`config.mk`:
```
export PLATFORM = sky130hd
export DESIGN_NAME = mtimer_ctrl
export DESIGN_NICKNAME = d
export VERILOG_FILES = /design/src/rtl/mtimer_ctrl.sv
export SDC_FILE = /design/constraint.sdc
export NUM_CORES = 1
export LEC_CHECK = 0
export CORE_MARGIN = 5
export CORE_UTILIZATION = 58
export CTS_BUF_LIST = sky130_fd_sc_hd__clkbuf_4 sky130_fd_sc_hd__clkbuf_8
export DETAILED_ROUTE_END_ITERATION = 7
export PLACE_DENSITY_LB_ADDON = 0.25
export SETUP_SLACK_MARGIN = 0.02
export SYNTH_ARGS = -nofsm -noshare
export SYNTH_HDL_FRONTEND = slang
export SYNTH_SLANG_ARGS = --single-unit
export TNS_END_PERCENT = 100
```
`constraint.sdc`:
```
create_clock -name CLK -period 7.7 [get_ports CLK]
set_clock_uncertainty 0.2 [all_clocks]
set_input_delay 0.77 -clock CLK [delete_from_list [all_inputs] [get_ports CLK]]
set_output_delay 0.77 -clock CLK [all_outputs]
set_load 0.03 [all_outputs]
```
`src/rtl/mtimer_ctrl.sv`:
```
// mtimer_ctrl: memory-mapped 64-bit machine timer (mtime, mtimecmp, prescaler, MTIP).
// Bus slave with a 1-cycle ACK. Optional `MTIMER_SNAPSHOT_EN adds a tear-free HI shadow.
//
// Ports:
//   CLK, RST     clock, asynchronous active-high reset
//   REQ, WE      bus request (held until ACK) and write enable
//   ADDR, WDATA  word address (ADDR[1:0] ignored) and write data
//   RDATA, ACK   read data and single-cycle completion pulse
//   MTIP         timer interrupt pending (registered mtime >= mtimecmp)
//   MTIME        live mtime value
module mtimer_ctrl #(
   parameter int unsigned PRESC_W = 8,
   parameter int unsigned RST_DIV = 0
) (
   input  logic        CLK,
   input  logic        RST,
   input  logic        REQ,
   input  logic        WE,
   input  logic [4:0]  ADDR,
   input  logic [31:0] WDATA,
   output logic [31:0] RDATA,
   output logic        ACK,
   output logic        MTIP,
   output logic [63:0] MTIME
);

   localparam logic [0:0] S_IDLE = 1'b0;
   localparam logic [0:0] S_RESP = 1'b1;

   localparam logic [PRESC_W-1:0] DIV_RST = PRESC_W'(RST_DIV);

   localparam logic [2:0] R_MLO  = 3'd0;
   localparam logic [2:0] R_MHI  = 3'd1;
   localparam logic [2:0] R_CLO  = 3'd2;
   localparam logic [2:0] R_CHI  = 3'd3;
   localparam logic [2:0] R_CTRL = 3'd4;

   logic [0:0]         state_q, state_d;
   logic [63:0]        mtime_q, mtime_d;
   logic [63:0]        cmp_q, cmp_d;
   logic               en_q, en_d;
   logic [PRESC_W-1:0] div_q, div_d;
   logic [PRESC_W-1:0] presc_q, presc_d;
   logic               ack_q, ack_d;
   logic               mtip_q, mtip_d;
   logic [31:0]        rdata_q, rdata_d;

   logic               access;
   logic               rd_acc;
   logic               wr_acc;
   logic               tick;
   logic [2:0]         reg_sel;
   logic [31:0]        ctrl_rd;
   logic [31:0]        hi_rd;
   logic [31:0]        rd_val;
   logic [1:0]         addr_unused;

   assign addr_unused = ADDR[1:0];

   // An access is taken on the edge where REQ is seen in IDLE.
   assign access  = (state_q == S_IDLE) && REQ;
   assign rd_acc  = access && !WE;
   assign wr_acc  = access && WE;
   assign reg_sel = ADDR[4:2];
   assign tick    = en_q && (presc_q == div_q);

   always_comb begin
      ctrl_rd = '0;
      ctrl_rd[8 +: PRESC_W] = div_q;
      ctrl_rd[0] = en_q;
   end

`ifdef MTIMER_SNAPSHOT_EN
   // LO read latches the upper half so a following HI read
   // returns a value consistent with the LO just read.
   logic [31:0] hi_shadow_q, hi_shadow_d;

   always_comb begin
      hi_shadow_d = hi_shadow_q;
      if (rd_acc && (reg_sel == R_MLO))
         hi_shadow_d = mtime_q[63:32];
   end

   always_ff @(posedge CLK or posedge RST) begin
      if (RST)
         hi_shadow_q <= '0;
      else
         hi_shadow_q <= hi_shadow_d;
   end

   assign hi_rd = hi_shadow_q;
`else
   assign hi_rd = mtime_q[63:32];
`endif

   always_comb begin
      unique case (reg_sel)
         R_MLO:   rd_val = mtime_q[31:0];
         R_MHI:   rd_val = hi_rd;
         R_CLO:   rd_val = cmp_q[31:0];
         R_CHI:   rd_val = cmp_q[63:32];
         R_CTRL:  rd_val = ctrl_rd;
         default: rd_val = '0;
      endcase
   end

   always_comb begin
      state_d = access ? S_RESP : S_IDLE;
      ack_d   = access;
      rdata_d = rd_acc ? rd_val : '0;
      // Compare registered values: MTIP lags a change by one cycle.
      mtip_d  = (mtime_q >= cmp_q);

      mtime_d = mtime_q + {63'd0, tick};
      cmp_d   = cmp_q;
      en_d    = en_q;
      div_d   = div_q;

      if (!en_q || tick)
         presc_d = '0;
      else
         presc_d = presc_q + PRESC_W'(1);

      // A bus write to a mtime half wins over the tick and
      // leaves the other half untouched (no carry, no increment).
      if (wr_acc) begin
         unique case (reg_sel)
            R_MLO:  mtime_d = {mtime_q[63:32], WDATA};
            R_MHI:  mtime_d = {WDATA, mtime_q[31:0]};
            R_CLO:  cmp_d   = {cmp_q[63:32], WDATA};
            R_CHI:  cmp_d   = {WDATA, cmp_q[31:0]};
            R_CTRL: begin
               en_d    = WDATA[0];
               div_d   = WDATA[8 +: PRESC_W];
               presc_d = '0;
            end
            default: ;
         endcase
      end
   end

   always_ff @(posedge CLK or posedge RST) begin
      if (RST) begin
         state_q <= S_IDLE;
         mtime_q <= '0;
         cmp_q   <= '1;
         en_q    <= 1'b0;
         div_q   <= DIV_RST;
         presc_q <= '0;
         ack_q   <= 1'b0;
         mtip_q  <= 1'b0;
         rdata_q <= '0;
      end else begin
         state_q <= state_d;
         mtime_q <= mtime_d;
         cmp_q   <= cmp_d;
         en_q    <= en_d;
         div_q   <= div_d;
         presc_q <= presc_d;
         ack_q   <= ack_d;
         mtip_q  <= mtip_d;
         rdata_q <= rdata_d;
      end
   end

   assign RDATA = rdata_q;
   assign ACK   = ack_q;
   assign MTIP  = mtip_q;
   assign MTIME = mtime_q;

endmodule

```
; Yosys cells after proc, flatten, opt, wreduce, memory -nomap -nowiden
; Index checks and enable logic that the tools add are counted.
[totals]
reg_bits = 180
out_inout_bits = 98
word_cells = 44
[op_classes]
addsub = 2
order_cmp = 1
eq_ne = 7
mux = 9
n_bitwise = 3
n_reduce_logical = 11
[ops]
columns = operator, count
row1 = 64-bit one-hot mux with 2 select lines, 2
row2 = 32-bit one-hot mux with 5 select lines, 1
row3 = 64-bit by 1-bit adder with 64-bit output, 1
row4 = 64-bit greater-or-equal comparator, 1
row5 = 64-bit two-way mux, 1
row6 = 32-bit two-way mux, 1
row7 = 8-bit two-way mux, 3
row8 = 8-bit by 1-bit adder with 8-bit output (second input constant), 1
row9 = 8-bit equality test, 1
row10 = 3-bit by 2-bit equality test with 1-bit output (second input constant), 2
row11 = 3-bit AND reduction, 2
row12 = 1-bit logical AND, 4
row13 = 2-bit inequality test (second input constant), 2
row14 = 3-bit by 1-bit equality test with 1-bit output (second input constant), 1
row15 = 3-bit equality test (second input constant), 1
row16 = 3-bit zero test, 1
row17 = 1-bit inverter, 3
row18 = 1-bit zero test, 2
row19 = 2-bit AND reduction, 1
row20 = 1-bit logical OR, 1
row21 = 1-bit two-way mux, 1

; Longest topological paths before layout
[depth]
word_depth = 6
depth_mapped = 11
ltp_nobuf = 11

; Least setup slack after synthesis
; No wires, ideal clock.
[synth_timing]
path_type = register -> register
from = reg presc_q[2]
to = reg mtime_q[49] (netlist: MTIME[49])
setup_ns = 0.069
t_arrival_ns = 2.601
required_ns = 7.431
slack_ns = 4.829
stages_incl_launch_ff = 11
path_buffers = 0
period_less_slack_ns = 2.871
path_cell_list = dfrtp_1 > xor2_1 > nor4_1 > and3_1 > ha_1 > nand3_1 > or2_2 > nor3_1 > nand4_1 > or4_1 > nand3_1
[synth_via]
elab_chain_len = 5
[synth_rtl]
columns = element, line
row1 = start: declaration, 43  ; logic [PRESC_W-1:0] presc_q, presc_d;
row2 = start signal: assignment, 159  ; presc_q <= presc_d;
row3 = 8-bit equality test (*), 65  ; assign tick = en_q && (presc_q == div_q);
row4 = 1-bit logical AND (*), 65
row5 = 64-bit by 1-bit adder with 64-bit output (*), 114  ; mtime_d = mtime_q + {63'd0, tick};
row6 = 64-bit one-hot mux with 2 select lines, 127  ; unique case (reg_sel)
row7 = 64-bit two-way mux (*), 126  ; if (wr_acc) begin
row8 = end signal: assignment, 155  ; mtime_q <= mtime_d;
row9 = end: declaration, 39  ; logic [63:0] mtime_q, mtime_d;
; Mark *: on every way between the ends. The rest lies on a longest branch, timed or not.
; A chain may end at the register's enable or synchronous reset.

; Final worst setup path
[layout_timing]
from = in ADDR[2]
to = reg mtime_q[37] (netlist: MTIME[37])
[layout_via]
elab_chain_len = 3
word_cells_on_any_way = 5
cone_classes = eq/ne: 2 / mux: 2 / reduce/logical: 1
[layout_rtl]
columns = element, line
row1 = start: declaration, 19  ; input logic [4:0] ADDR,
row2 = 3-bit by 1-bit equality test with 1-bit output or 3-bit zero test (tied branches), 127
row3 = 64-bit one-hot mux with 2 select lines, 127
row4 = 64-bit two-way mux, 126
; Parallel ways exist; a longest one is shown, timed or not.

==> results.yml <==
route:
  drtIter0Drc: 1152
  wl_mm: 32.9
  first_pass_iters: 6
  ant_nets: 0
  drc: 0
  wl_per_cell_um: 21.7
  vias: 9923
  viasPerCell: 6.54
worst_hold_path:
  hold_end: "cmp_q[19]"
  min_path_cells: 2
  hp-start: "cmp_q[19]"
  hold_path.class: "flop to flop"
sta:
  maxSlewHeadroom: 0.223
  worst_pin_slew_ps: 1160
  hold_violations: 0
  layout_setup_ws_ps: 3180
  maxSlewViolCount: 0
  min_period_ps: 4520
  fmax_ghz: 0.221
  finalSetupViolCount: 0
  whs_ps: 317
  fin_crit_sh: 0.586
  grt_setup_unrepaired: "no"
  tns_ps: 0
worst_setup_path:
  crit_path_top_delay_cell: "clkdlybuf4s50_1"
  worstPathRequired_ps: 7860
  reg2reg_from: "presc_q[2]"
  startpoint_type: "primary input"
  worstPathCellList: "clkdlybuf4s50_1 > nand2b_1 > nor3_2 > buf_4 > nor2_1 > nand2_1 > o311ai_0"
  reg2reg_slack_ps: 3650
  cpPeakStageDelay_ps: 1020
  crit_fanout: 50
  critPathKind: "primary input to flop"
  rr_endpoint: "MTIME[50]"
  r2r_cells: 10
  end_kind: "flop"
  crit_arrival_ps: 4670
layout:
  final_util: 0.698
  final_nets: 1384
  antennaDiodeCount: 0
  fin_cells: 1518
  area_delta_synth_final_pct: 18.3
  layout-drive-gt1-share: 0.108
  fill_cells: 1435
  fin_area_sq_mm: 0.0125
floorplanning:
  ios: 139
  die-area_sq_mm: 0.0211
  num_rows: 49
  core_sq_mm: 0.0180
  fp.dieW_um: 145
  start_util: 0.590
  floorplan.die.height_um: 145
placed_design:
  hpwl_mm: 22.3
  place_ws_ps: 2850
  place_area_sq_mm: 0.0121
  placedCellCount: 1486
  gp_congestion: 0.886
  port_buffers: 136
yosys:
  synth_nets: 1291
  synthArstFlopShare: 1.00
  synth_commonest_cells: "nand2_1 (140), o21ai_0 (117), dfrtp_1 (115), nor2_1 (90), inv_1 (73)"
  synth_cell_types: 63
  syn-mean-instance-area_sq_um: 8.96
  seq_area_frac_synth: 0.430
  synth_top_cell_by_area: "dfrtp_1"
  synth_warnings: 0
  synthesis.area_sq_mm: 0.0106
  synth_seq_cells: 179
  synth-edff-count: 0
  netlist_instances: 1183
  yosys-top-cells-area: "dfrtp_1 (27%), dfstp_2 (16%), ha_1 (7.9%), o21ai_0 (5.5%), nand2_1 (5.0%)"
  yosysMostFrequentCell: "nand2_1"
  synth_ff_type: "dfrtp_1"
  synth_top_area_frac: 0.272
pwr:
  p_total_mw: 3.53
  leakage_nw: 5.24
  peakVddDrop_v: 0.000224
  p_per_area_mw_per_mm2: 282
clock_network:
  cts_max_path_buffers: 2
  cts_setup_buffers: 0
  clockRootBuffer: "clkbuf_8"
  clock_sinks: 179
  cts_resized: 0
  clk_latency_ps: 480
  holdBufCountCts: 0
  cts_tree: "built"
  htree_num_levels: 4
  clk_pin_slew_ps: 90
  cts_made_buffers: 17
flow_run:
  maxCapViolCount: 0
grt:
  first_global_vias: 9512
  antenna_found_initial: 0
  grt_pass1_wl_mm: 52.3
  grt_start_max_net_pins: 102
  track_usage: 0.303
  overflow: 0
run_status:
  status: "finished, final reports clean"
flip-flops by register name, summed over array words and instances, names as in the netlist:
signal   cells
MTIP         1
en_q         1
cmp_q       64
ACK          1
div_q        8
presc_q      8
MTIME       64
RDATA       32
layout by cell type, fill, tap and decap left out, types with 8 or more instances in the layout:
cell type,instances
nand2_1,140
ha_1,67
nor3_1,17
o22ai_1,8
mux2i_1,22
clkbuf_8,19
a221oi_1,25
dfrtp_1,115
mux2_2,11
or3_1,8
dfstp_2,64
buf_4,13
nor4_1,8
nand3_1,53
nor2_1,90
and3_1,21
o21ai_0,117
o311ai_0,15
o211ai_1,9
nand4_1,31
a21oi_1,48
inv_1,72
a22oi_1,38
xor2_1,21
clkdlybuf4s50_1,135
a31oi_1,9
o22a_1,9
a221o_1,11
cell families after synthesis:
group           count (synthesis)  synth area share
flops                         179             0.430
mux                            34            0.0346
fa+ha+maj                      67            0.0791
compound gates                316             0.193
buf+inv                       148            0.0542
simple gates                  415             0.189
xor+xnor                       24            0.0198
layer usage:
| layer | routed length, um | share of wire | GRT usage |
|---|---|---|---|
| met1 | 13300 | 0.41 | 0.420 |
| met2 | 15500 | 0.47 | 0.478 |
| met3 | 3210 | 0.098 | 0.0655 |
| met4 | 817 | 0.025 | 0.0998 |
| met5 | 0 | 0 | 0 |
worst max-delay path by stage:
stage / from / endpoint / cells after the start
after global routing: ADDR[2] / MTIME[37] / 7
after floorplan: RST / ACK / 1
final: ADDR[2] / MTIME[37] / 7
after global placement: ADDR[2] / MTIME[39] / 7
after CTS: ADDR[2] / MTIME[39] / 7
after detailed placement: ADDR[2] / MTIME[39] / 7
power breakdown:
| part | internal, mW | switching, mW |
|---|---|---|
| Clock | 0.408 | 0.358 |
| Sequential | 1.20 | 0.311 |
| Combinational | 0.524 | 0.727 |
| Total | 2.14 | 1.40 |
worst max-delay path: cells and delay by family:
| family | cells | cell delay, ps |
|---|---|---|
| buffers and inverters | 2 | 1360 |
| AOI/OAI and AO/OA | 1 | 340 |
| and+or+nand+nor | 4 | 2160 |
area by class of cell:
cell class | count | area, sq um | area share
Clock inverter | 12 | 201 | 0.0161
Multi-Input combinational cell | 856 | 5490 | 0.438
Clock buffer | 20 | 269 | 0.0215
Sequential cell | 179 | 4560 | 0.364
Tap cell | 229 | 287 | 0.0229
Timing Repair Buffer | 149 | 1450 | 0.116
Inverter | 73 | 279 | 0.0223
Power figures use the tool's default switching activity.
